**src/rtl/sha2_pkg.sv**
```systemverilog
// SHA-2 sigma function package: function select encoding, rotate/shift
// amount tables for SHA-256 and SHA-512, and the word-width legality check.
package sha2_pkg;

   typedef enum logic [1:0] {
      F_BSIG0 = 2'd0,
      F_BSIG1 = 2'd1,
      F_SSIG0 = 2'd2,
      F_SSIG1 = 2'd3
   } func_e;

   // Amounts per function, ordered term0, term1, term2.
   localparam int unsigned AMT32 [4][3] = '{
      '{ 2, 13, 22},
      '{ 6, 11, 25},
      '{ 7, 18,  3},
      '{17, 19, 10}
   };

   localparam int unsigned AMT64 [4][3] = '{
      '{28, 34, 39},
      '{14, 18, 41},
      '{ 1,  8,  7},
      '{19, 61,  6}
   };

   function automatic int unsigned sigma_amt(input int unsigned width, input func_e f,
                                             input logic [1:0] k);
      return (width == 64) ? AMT64[f][k] : AMT32[f][k];
   endfunction

   // The small sigmas use a logical shift (zero fill) for their third term.
   function automatic logic term2_is_shr(input func_e f);
      return (f == F_SSIG0) || (f == F_SSIG1);
   endfunction

   function automatic logic width_legal(input int unsigned w);
      return (w == 32) || (w == 64);
   endfunction

endpackage

```
**src/rtl/sha2_sigma_terms.sv**
```systemverilog
// Combinational generator of the three rotate/shift terms of a SHA-2 sigma
// function; the caller XORs them. Every amount is a constant, so each
// candidate is plain wiring and only the final 4:1 select costs logic.
module sha2_sigma_terms
   import sha2_pkg::*;
#(
   parameter int unsigned WIDTH = 32
) (
   input  logic [WIDTH-1:0] data,
   input  func_e            func,
   output logic [WIDTH-1:0] term0,
   output logic [WIDTH-1:0] term1,
   output logic [WIDTH-1:0] term2
);

   logic [WIDTH-1:0] cand [4][3];

   for (genvar f = 0; f < 4; f++) begin : g_func
      for (genvar k = 0; k < 3; k++) begin : g_term
         localparam int unsigned AMT    = sigma_amt(WIDTH, func_e'(f), 2'(k));
         localparam logic        IS_SHR = (k == 2) && term2_is_shr(func_e'(f));
         if (IS_SHR) begin : g_shr
            assign cand[f][k] = data >> AMT;
         end else begin : g_rot
            assign cand[f][k] = (data >> AMT) | (data << (WIDTH - AMT));
         end
      end
   end

   // Pick the three terms of the requested function.
   always_comb begin
      term0 = cand[func][0];
      term1 = cand[func][1];
      term2 = cand[func][2];
   end

endmodule

```
**src/rtl/sha2_sigma_pipe.sv**
```systemverilog
// Pipelined SHA-2 sigma unit (Σ0/Σ1/σ0/σ1) with valid/ready handshake and a
// pass-through tag. One or two register stages; each stage accepts a new word
// when empty or when the stage after it is taking its current word.
module sha2_sigma_pipe
   import sha2_pkg::*;
#(
   parameter int unsigned WIDTH       = 32,
   parameter int unsigned PIPE_STAGES = 2,
   parameter int unsigned TAG_W       = 4
) (
   input  logic             clk,
   input  logic             rst,
   input  logic             in_valid,
   output logic             in_ready,
   input  logic [1:0]       in_func,
   input  logic [WIDTH-1:0] in_data,
   input  logic [TAG_W-1:0] in_tag,
   output logic             out_valid,
   input  logic             out_ready,
   output logic [WIDTH-1:0] out_data,
   output logic [TAG_W-1:0] out_tag,
   output logic             busy
);

   if (!width_legal(WIDTH)) begin : g_bad_width
      $error("sha2_sigma_pipe: WIDTH must be 32 or 64");
   end
   if ((PIPE_STAGES != 1) && (PIPE_STAGES != 2)) begin : g_bad_stages
      $error("sha2_sigma_pipe: PIPE_STAGES must be 1 or 2");
   end

   func_e            in_func_e;
   logic [WIDTH-1:0] term0, term1, term2;

   assign in_func_e = func_e'(in_func);

   sha2_sigma_terms #(.WIDTH(WIDTH)) u_terms (
      .data  (in_data),
      .func  (in_func_e),
      .term0 (term0),
      .term1 (term1),
      .term2 (term2)
   );

   if (PIPE_STAGES == 1) begin : g_one
      logic             s0_load;
      logic             s0_v_q, s0_v_d;
      logic [WIDTH-1:0] s0_data_q, s0_data_d;
      logic [TAG_W-1:0] s0_tag_q, s0_tag_d;

      // Single stage: rotate, XOR and register in one step.
      always_comb begin
         s0_load   = !s0_v_q || out_ready;
         s0_v_d    = s0_v_q;
         s0_data_d = s0_data_q;
         s0_tag_d  = s0_tag_q;
         if (s0_load) begin
            s0_v_d = in_valid;
            if (in_valid) begin
               s0_data_d = term0 ^ term1 ^ term2;
               s0_tag_d  = in_tag;
            end
         end
      end

      // Stage register with asynchronous clear.
      always_ff @(posedge clk or posedge rst) begin
         if (rst) begin
            s0_v_q    <= 1'b0;
            s0_data_q <= '0;
            s0_tag_q  <= '0;
         end else begin
            s0_v_q    <= s0_v_d;
            s0_data_q <= s0_data_d;
            s0_tag_q  <= s0_tag_d;
         end
      end

      assign in_ready  = s0_load;
      assign out_valid = s0_v_q;
      assign out_data  = s0_data_q;
      assign out_tag   = s0_tag_q;
      assign busy      = s0_v_q;
   end else begin : g_two
      logic             s0_load, s1_load;
      logic             s0_v_q, s0_v_d;
      logic [WIDTH-1:0] s0_t0_q, s0_t0_d, s0_t1_q, s0_t1_d, s0_t2_q, s0_t2_d;
      logic [TAG_W-1:0] s0_tag_q, s0_tag_d;
      logic             s1_v_q, s1_v_d;
      logic [WIDTH-1:0] s1_data_q, s1_data_d;
      logic [TAG_W-1:0] s1_tag_q, s1_tag_d;

      // Stage 0 registers the three terms; stage 1 XORs them. Ready ripples
      // back combinationally from out_ready so a full pipe still streams.
      always_comb begin
         s1_load   = !s1_v_q || out_ready;
         s0_load   = !s0_v_q || s1_load;
         s0_v_d    = s0_v_q;
         s0_t0_d   = s0_t0_q;
         s0_t1_d   = s0_t1_q;
         s0_t2_d   = s0_t2_q;
         s0_tag_d  = s0_tag_q;
         s1_v_d    = s1_v_q;
         s1_data_d = s1_data_q;
         s1_tag_d  = s1_tag_q;
         if (s1_load) begin
            s1_v_d = s0_v_q;
            if (s0_v_q) begin
               s1_data_d = s0_t0_q ^ s0_t1_q ^ s0_t2_q;
               s1_tag_d  = s0_tag_q;
            end
         end
         if (s0_load) begin
            s0_v_d = in_valid;
            if (in_valid) begin
               s0_t0_d  = term0;
               s0_t1_d  = term1;
               s0_t2_d  = term2;
               s0_tag_d = in_tag;
            end
         end
      end

      // Both stage registers with asynchronous clear.
      always_ff @(posedge clk or posedge rst) begin
         if (rst) begin
            s0_v_q    <= 1'b0;
            s0_t0_q   <= '0;
            s0_t1_q   <= '0;
            s0_t2_q   <= '0;
            s0_tag_q  <= '0;
            s1_v_q    <= 1'b0;
            s1_data_q <= '0;
            s1_tag_q  <= '0;
         end else begin
            s0_v_q    <= s0_v_d;
            s0_t0_q   <= s0_t0_d;
            s0_t1_q   <= s0_t1_d;
            s0_t2_q   <= s0_t2_d;
            s0_tag_q  <= s0_tag_d;
            s1_v_q    <= s1_v_d;
            s1_data_q <= s1_data_d;
            s1_tag_q  <= s1_tag_d;
         end
      end

      assign in_ready  = s0_load;
      assign out_valid = s1_v_q;
      assign out_data  = s1_data_q;
      assign out_tag   = s1_tag_q;
      assign busy      = s0_v_q | s1_v_q;
   end

endmodule
```
**config.mk**
```make
export PLATFORM = sky130hd
export DESIGN_NAME = sha2_sigma_pipe
export DESIGN_NICKNAME = d
export VERILOG_FILES = /design/src/rtl/sha2_pkg.sv /design/src/rtl/sha2_sigma_terms.sv /design/src/rtl/sha2_sigma_pipe.sv
export SDC_FILE = /design/constraint.sdc
export NUM_CORES = 1
export LEC_CHECK = 0
export CAP_MARGIN = 40
export CORE_MARGIN = 4
export CORE_UTILIZATION = 45
export CTS_CLUSTER_DIAMETER = 60
export DETAILED_ROUTE_END_ITERATION = 7
export GPL_ROUTABILITY_DRIVEN = 0
export PLACE_DENSITY_LB_ADDON = 0.1
export SYNTH_ARGS = -nofsm -noshare
export SYNTH_HDL_FRONTEND = slang
export SYNTH_SLANG_ARGS = --single-unit
```
**constraint.sdc**
```tcl
create_clock -name clk -period 4.8 [get_ports clk]
set_clock_uncertainty 0.1 [all_clocks]
set_input_delay 0.48 -clock clk [delete_from_list [all_inputs] [get_ports clk]]
set_output_delay 0.48 -clock clk [all_outputs]
set_load 0.01 [all_outputs]
```
=== Yosys cells after proc, flatten, opt, wreduce, memory -nomap -nowiden ===
Cells that the tools add are included.

* Bits in registers: 138
* Input bits: 42
* Output and inout bits: 39
* Word-level logic and storage cells: 32

* Magnitude comparators: 1
* Mux-type cells: 3
* Bitwise operators: 14
* Reductions and logical operators: 6

{| class="wikitable"
|+ Operators by type and width
! cell !! count
|-
| binary-select mux 96 bit (select 2 bit) || 1
|-
| 2-to-1 mux 96 bit || 2
|-
| XOR 32 bit || 2
|-
| OR 10 x 32 -> 32 bit || 1
|-
| OR 13 x 32 -> 32 bit || 1
|-
| OR 14 x 32 -> 32 bit || 1
|-
| OR 15 x 32 -> 32 bit || 1
|-
| OR 19 x 32 -> 32 bit || 1
|-
| OR 21 x 32 -> 32 bit || 1
|-
| OR 25 x 32 -> 32 bit || 1
|-
| OR 26 x 32 -> 32 bit || 1
|-
| OR 30 x 32 -> 32 bit || 1
|-
| OR 7 x 32 -> 32 bit || 1
|-
| AND reduction 2 bit || 2
|-
| greater-or-equal comparator 3 bit, second input constant || 1
|-
| NOT 2 -> 3 bit || 1
|-
| logical NOT 1 bit || 2
|-
| logical OR 1 bit || 2
|-
| OR 1 bit || 1
|}

=== Depth between registers and ports, before layout ===
Gate-level depths: netlist (run 1).

* Depth in word-level cells: 4
* Gate-level depth with buffers: 6
* Depth with buffers taken out: 3

=== Hierarchy ===
From an unflattened synthesis (run 1), not the netlist that was laid out.

* Cells, all modules: 520
* Area, all modules: 8718.4 um^2

{| class="wikitable"
|+ By module, submodules not included
! module !! instances !! cells each !! area each (um^2) !! sequential area each (um^2)
|-
| sha2_sigma_pipe || 1 || 359 || 6229.7 || 3453.3
|-
| sha2_sigma_terms || 1 || 161 || 2488.6 || 0.0
|}

=== Worst setup path before layout (run 1) ===
OpenSTA, ideal clock, no wires.

* Path kind: input -> register
* Start: in in_func[1]
* End: reg g_two.s0_t0_q[15]
* Library setup time: 0.125 ns
* Data arrival time: 1.570 ns
* Data required time: 4.575 ns
* Setup slack: 3.005 ns
* Stages: 5
* Buffers on the path: 3
* Cells stage by stage: buf_6 > buf_2 > buf_2 > mux4_2 > mux2_2

* Longest elaborated chain between the ends: 4

{| class="wikitable"
|+ RTL lines
! item !! line !! text
|-
| start: declaration || sha2_sigma_pipe.sv:15 || <nowiki>input logic [1:0] in_func,</nowiki>
|-
| NOT 2 -> 3 bit (not written as such) || sha2_sigma_terms.sv:32 || <nowiki>term0 = cand[func][0];</nowiki>
|-
| binary-select mux 96 bit (select 2 bit) || sha2_sigma_terms.sv:32 ||
|-
| 2-to-1 mux 96 bit (not written as such) (2 in series) || sha2_sigma_terms.sv:32 ||
|-
| end signal: assignment || sha2_sigma_pipe.sv:137 || <nowiki>s0_t0_q <= s0_t0_d;</nowiki>
|-
| end: declaration || sha2_sigma_pipe.sv:87 || <nowiki>logic [WIDTH-1:0] s0_t0_q, s0_t0_d, s0_t1_q, s0_t1_d, s0_t2_q, s0_t2_d;</nowiki>
|}

No other way between the ends. The select of a mux whose other input is x is not followed.
A chain may end at the register's enable or synchronous reset.

=== Final worst setup path (run 1) ===
* Start: in out_ready
* End: out in_ready

* Longest elaborated chain between the ends: 2

{| class="wikitable"
|+ RTL lines
! item !! line !! text
|-
| start: declaration || sha2_sigma_pipe.sv:19 || <nowiki>input logic out_ready,</nowiki>
|-
| logical OR 1 bit || sha2_sigma_pipe.sv:96 || <nowiki>s1_load = !s1_v_q || out_ready;</nowiki>
|-
| logical OR 1 bit || sha2_sigma_pipe.sv:97 || <nowiki>s0_load = !s0_v_q || s1_load;</nowiki>
|-
| end: declaration || sha2_sigma_pipe.sv:14 || <nowiki>output logic in_ready,</nowiki>
|}

No other way between the ends.

==> results of run 1 <==
## cell usage after synthesis
master     number
o2bb2ai_1       5
clkbuf_1       29
nand3b_1        1
mux2i_1        10
o22ai_1         2
nand2b_1        3
buf_2          23
mux4_2         86
buf_6          11
inv_1           1
or2_2           1
dfrtp_1       138
buf_4           1
nor2b_1         1
mux2_2        136
xnor2_1        64
nand2_1         4
nor2_1          3
## final cells by class
class                   count  area, um2
clock buffers              18        439
clock inverters            14        194
fillers                  1439       7860
inverters                   1       8.76
multi-input cells         316       4260
flip-flops and latches    138       3450
well taps                 225        282
repair buffers             90        923
## how the worst max path moves through the flow
stage / to / slack, ns / depth (start not counted)
2_1_floorplan: g_two.s0_t0_q[0]$_DFFE_PP0P_ / 0.52 / 1
5_1_grt: g_two.s0_t1_q[5]$_DFFE_PP0P_ / 2.43 / 4
6_report: in_ready / 2.50 / 3
3_5_place_dp: g_two.s0_t0_q[30]$_DFFE_PP0P_ / 2.05 / 6
3_3_place_gp: g_two.s0_t0_q[1]$_DFFE_PP0P_ / 1.97 / 5
4_1_cts: in_ready / 2.48 / 3
## cells by family (layout without fill, tap and decap cells)
logic type,count (synthesis),after routing
multiplexers,232,232
flip-flops,138,138
buffers and inverters,65,123
XOR/XNOR,64,64
AND/OR/NAND/NOR,13,13
AO/OA/AOI/OAI,7,7
## stage by stage
step | area (um2) | std cells
floorplan | 8060 | 519
global placement | 8850 | 767
detailed placement | 8930 | 770
CTS | 9560 | 802
global route | 9560 | 802
finish | 9560 | 802
## state kept, by name, indices dropped and copies added, names as in the netlist
name / flops
out_tag: 4
out_data: 32
g_two.s0_tag_q: 4
g_two.s0_t1_q: 32
g_two.s0_t2_q: 32
out_valid: 1
g_two.s0_v_q: 1
g_two.s0_t0_q: 32
## layer usage
layer,GRT usage [%],routed length (um)
met1,27.3,7850
met4,7.42,488
met5,0,0
met2,32.7,9810
met3,5.80,1760
## where the power goes
group	switching [mW]	internal, mW
combinational	0.506	0.831
sequential	0.175	1.48
clock	0.527	0.884
total	1.21	3.19
## worst max-delay path, cell delays in order
cell,delay [ns]
clkdlybuf4s50_1,0.46
nand3b_1,0.20
clkdlybuf4s50_1,0.58
==> summary.md, run 1 <==
| Metric | Value |
|---|---|
| Worst Setup SP | out_ready |
| Status | completed |
| Compound-Gate Fraction of Synth Area | 0.698% |
| Chip Height | 142 um |
| Syn Inst Count | 519 |
| Reg2reg path depth | 5 |
| Leading cell type in the layout, fill and taps excluded | dfrtp_1 |
| Yosys top cell area share | 42.8% |
| Vias | 4947 |
| Final Net Count | 606 |
| Sequential cell area fraction in the yosys report | 42.8% |
| Min Tclk post-route | 2.30 ns |
| Setup_tns | 0 ns |
| Final routed DRC violation total | 0 |
| CTS H-tree depth | 4 |
| DRT Pass-1 Iters | 5 |
| Clock Root Buffer | clkbuf_16 |
| Initial antenna violation count | 0 |
| Hpwl dp | 12500 um |
| Clk Latency, worst-skew pair | 0.42 ns |
| DRT antenna net count | 0 |
| Largest net degree at the start of global routing | 87 |
| Max-slew violations | 0 |
| Critical Path RT | 4.22 ns |
| Worst path arrival time | 1.72 ns |
| Share of cells above drive strength 1 | 46.8% |
| Port bufs | 80 |
| Post-cts sizing count | 0 |
| Post-Place Setup Slack | 2.05 ns |
| Pwr/cell area | 460 nW/um2 |
| Area Growth Syn to Fin | 18.6% |
| Startpoint of the worst register-to-register path | g_two.s0_v_q$_DFFE_PP0P_ |
| Gr usage total | 20.6% |
| DRT iter0 DRCs | 393 |
| Relative slew slack | 40.6% |
| Site row count | 48 |
| Adder-Cell Fraction of Synth Area | 0% |
| Largest family of logic cells by synthesized area | multiplexers |
| N_diodes | 0 |
| Commonest non-fill, non-tap cells in the layout | dfrtp_1 (138), mux2_2 (136), mux4_2 (86) |
| Total die area | 20100 um2 |
| Synth top area cells | dfrtp_1 (43%), mux4_2 (24%), mux2_2 (19%) |
| Clk sinks | 138 |
| Vias per cell | 6.17 |
| Mux contribution to synthesized area | 44.3% |
| Static Leak | 3.64 nW |
| XOR/XNOR Fraction of Synth Area | 6.95% |
| Ys Warns | 0 |
| Crit path capture type | output port |
| Fmax | 0.435 GHz |
| CP max FO | 3 |
| Pwr Total | 4.40 mW |
| Clk buf depth | 2 |
| Syn_nets | 561 |
| CTS tree | yes |
| First-pass GRT wire length | 31100 um |
| Seq cells post-synth | 138 |
| Aggregate routed wire length | 19900 um |
| Mapped Area | 8060 um2 |
| Area of the core | 17400 um2 |
| I/O pin total | 81 |
| Die width | 142 um |
| Number of global-route vias before repair | 5083 |
| Final period util | 47.9% |
| Peak supply drop | 381 uV |
| Worst-Margin Slew | 0.890 ns |
| Clock-pin slew on the worst setup and hold paths | 0.06 ns |
| Max Cap Viol | 0 |
| Avg Cell Area, Syn | 15.5 um2 |
| # hold bufs at CTS | 0 |
| CTS Buf Count | 17 |
| RSZ-0062 raised after global routing | no |
| Simple-Gate Fraction of Synth Area | 0.807% |
| Final setup margin | 2.50 ns |
| Post-CTS setup buffers | 0 |
| Worst Path Class, Setup | primary input to output port |
| Count of different cell masters after synthesis | 18 |
| Initial Util | 46.3% |
| Type of origin of the critical path | primary input |
| Endpoints failing setup | 0 |
| Fin util | 54.9% |
| DR WL/cell | 24.8 um |
| Reg2reg setup slack | 2.66 ns |
| Hold Vio Cnt, Final | 0 |
| WHS | 0.279 ns |
| GRT overflow | 0 |
| Worst hold path type | primary input to asynchronous set/reset pin |
| Area leader, netlist | dfrtp_1 |
| Crit Reg-Reg Endpoint | g_two.s0_t0_q[30]$_DFFE_PP0P_ |
(Power assumes the default switching activity.)
==> run 2: changes to the inputs <==
- clock period: 4.8 -> 2 ns (I/O delays scaled with it)
==> summary.md, run 2 (synthesized netlist as in run 1, its figures left out) <==
| Metric | Value |
|---|---|
| Status | completed |
| Worst Setup SP | out_valid$_DFFE_PP0P_ |
| Hold Vio Cnt, Final | 0 |
| DR WL/cell | 24.1 um |
| Area occupied by multi-input gates | 4260 um2 |
| Post-Place Setup Slack | 0.0555 ns |
| CP max FO | 4 |
| Aggregate routed wire length | 20200 um |
| # hold bufs at CTS | 0 |
| Static Leak | 3.81 nW |
| Commonest non-fill, non-tap cells in the layout | dfrtp_1 (138), mux2_2 (136), mux4_2 (86) |
| I/O pin total | 81 |
| Peak supply drop | 613 uV |
| CTS Buf Count | 17 |
| Vias per cell | 5.99 |
| Area Growth Syn to Fin | 21.8% |
| Total die area | 20100 um2 |
| Worst Path Class, Setup | flip-flop to output port |
| Slowest cell on crit path | clkdlybuf4s50_1 |
| Clk Latency, worst-skew pair | 0.42 ns |
| Critical Path RT | 1.70 ns |
| Max Cap Viol | 0 |
| DRT iter0 DRCs | 436 |
| Final setup margin | 0.0932 ns |
| Pwr/cell area | 1050 nW/um2 |
| Reg2reg setup slack | 0.37 ns |
| Die width | 142 um |
| Port bufs | 80 |
| FILL cells | 1388 |
| Clk sinks | 138 |
| Hpwl dp | 12400 um |
| Post-placement cell count | 806 |
| DRT Pass-1 Iters | 4 |
| Worst path max stage delay | 0.49 ns |
| Worst hold path type | primary input to flip-flop |
| Initial antenna violation count | 0 |
| Gr usage total | 21.2% |
| Number of global-route vias before repair | 5367 |
| Relative slew slack | 67.9% |
| Site row count | 48 |
| Largest net degree at the start of global routing | 81 |
| RSZ-0062 raised after global routing | no |
| First-pass GRT wire length | 32200 um |
| Worst-Margin Slew | 0.481 ns |
| Leading cell type in the layout, fill and taps excluded | dfrtp_1 |
| Final period util | 95.3% |
| Chip Height | 142 um |
| Vias | 5017 |
| Max-slew violations | 0 |
| Area of the core | 17400 um2 |
| Post-Layout Cell Count | 837 |
| CTS tree | yes |
| GRT overflow | 0 |
| Final Net Count | 642 |
| Worst path arrival time | 1.61 ns |
| Endpoints failing setup | 0 |
| Clock-pin slew on the worst setup and hold paths | 0.06 ns |
| Initial Util | 46.3% |
| Type of origin of the critical path | flip-flop |
| Clock Root Buffer | clkbuf_16 |
| Share of cells above drive strength 1 | 49.3% |
| Pwr Total | 10.3 mW |
| Final routed DRC violation total | 0 |
| Reg2reg path depth | 4 |
| Fmax | 0.524 GHz |
| Startpoint of the worst register-to-register path | g_two.s0_v_q$_DFFE_PP0P_ |
| WHS | 0.113 ns |
| DRT antenna net count | 0 |
| Seq. cell area | 3450 um2 |
| Crit-path cells | or2_2 -> clkdlybuf4s50_1 |
| Crit path capture type | output port |
| CTS H-tree depth | 4 |
| N_diodes | 0 |
| Min Tclk post-route | 1.91 ns |
| Critical Path Sink | busy |
| Crit Reg-Reg Endpoint | g_two.s0_t1_q[9]$_DFFE_PP0P_ |
| Clk buf depth | 2 |
run 2: cell count changes in the layout (fill, tap and decap cells not counted), sizes merged:
cell / before / now
buf: 12 / 48
bufinv: 4 / 2
clkbuf: 18 / 22
clkdlybuf4s50: 78 / 77
clkinv: 3 / 6
clkinvlp: 5 / 2
dlymetal6s2s: 0 / 1
inv: 3 / 0
run 2: what timing repair did:
item                                    in CTS  in global routing
gates resized for setup                      0                  1
endpoints found under the setup margin       0                  1
setup buffers                                0                  0
run 2: worst min path at each step:
stage                                  start  slack [ns]  depth (start not counted)                             to
2_1_floorplan                       in_valid        0.21                          1       g_two.s0_v_q$_DFFE_PP0P_
3_3_place_gp   g_two.s0_tag_q[3]$_DFFE_PP0P_        0.38                          1         out_tag[3]$_DFFE_PP0P_
3_5_place_dp          out_tag[1]$_DFFE_PP0P_        0.39                          1         out_tag[1]$_DFFE_PP0P_
4_1_cts                           in_func[1]        0.10                          3  g_two.s0_t2_q[29]$_DFFE_PP0P_
5_1_grt                           in_func[1]        0.11                          3  g_two.s0_t2_q[29]$_DFFE_PP0P_
6_report                          in_func[1]        0.11                          3  g_two.s0_t2_q[29]$_DFFE_PP0P_
run 2: critical path: cells and delay by family (launching register included):
kind	cells	cell delay, ns
buffers and inverters	1	0.49
DFF	1	0.40
and+or+nand+nor	1	0.30
run 2: final cells by class:
class                           instances  share of cell area [%]
Multi-Input combinational cell        316                    43.4
Sequential cell                       138                    35.2
Timing Repair Buffer                  126                    12.8
Clock buffer                           22                    4.73
Tap cell                              225                    2.87
Clock inverter                          9                   0.994
Inverter                                1                  0.0764
run 2: metal layers:
metal  part of all wire (%)  track usage (%)  up-vias
li1                       -                -     2109
met1                     40             28.8     2638
met2                     50             34.3      235
met3                    7.9             4.21       35
met4                    2.2             7.42        0
met5                      0                0        -
run 2: per-stage QoR:
step | area, um2 | util (%) | setup TNS, ns
after detailed placement | 9260 | 53.1 | 0
after global routing | 9820 | 56.4 | 0
after global placement | 9260 | 53.1 | 0
final | 9820 | 56.4 | 0
after floorplan | 8070 | - | -2.91
after CTS | 9820 | 56.4 | 0
run 2: power by group:
part / leakage, nW / internal (mW) / switching (mW)
Clock: 0.279 / 1.88 / 1.17
Combinational: 1.92 / 2.05 / 1.24
Sequential: 1.62 / 3.55 / 0.424
Total: 3.81 / 7.48 / 2.84
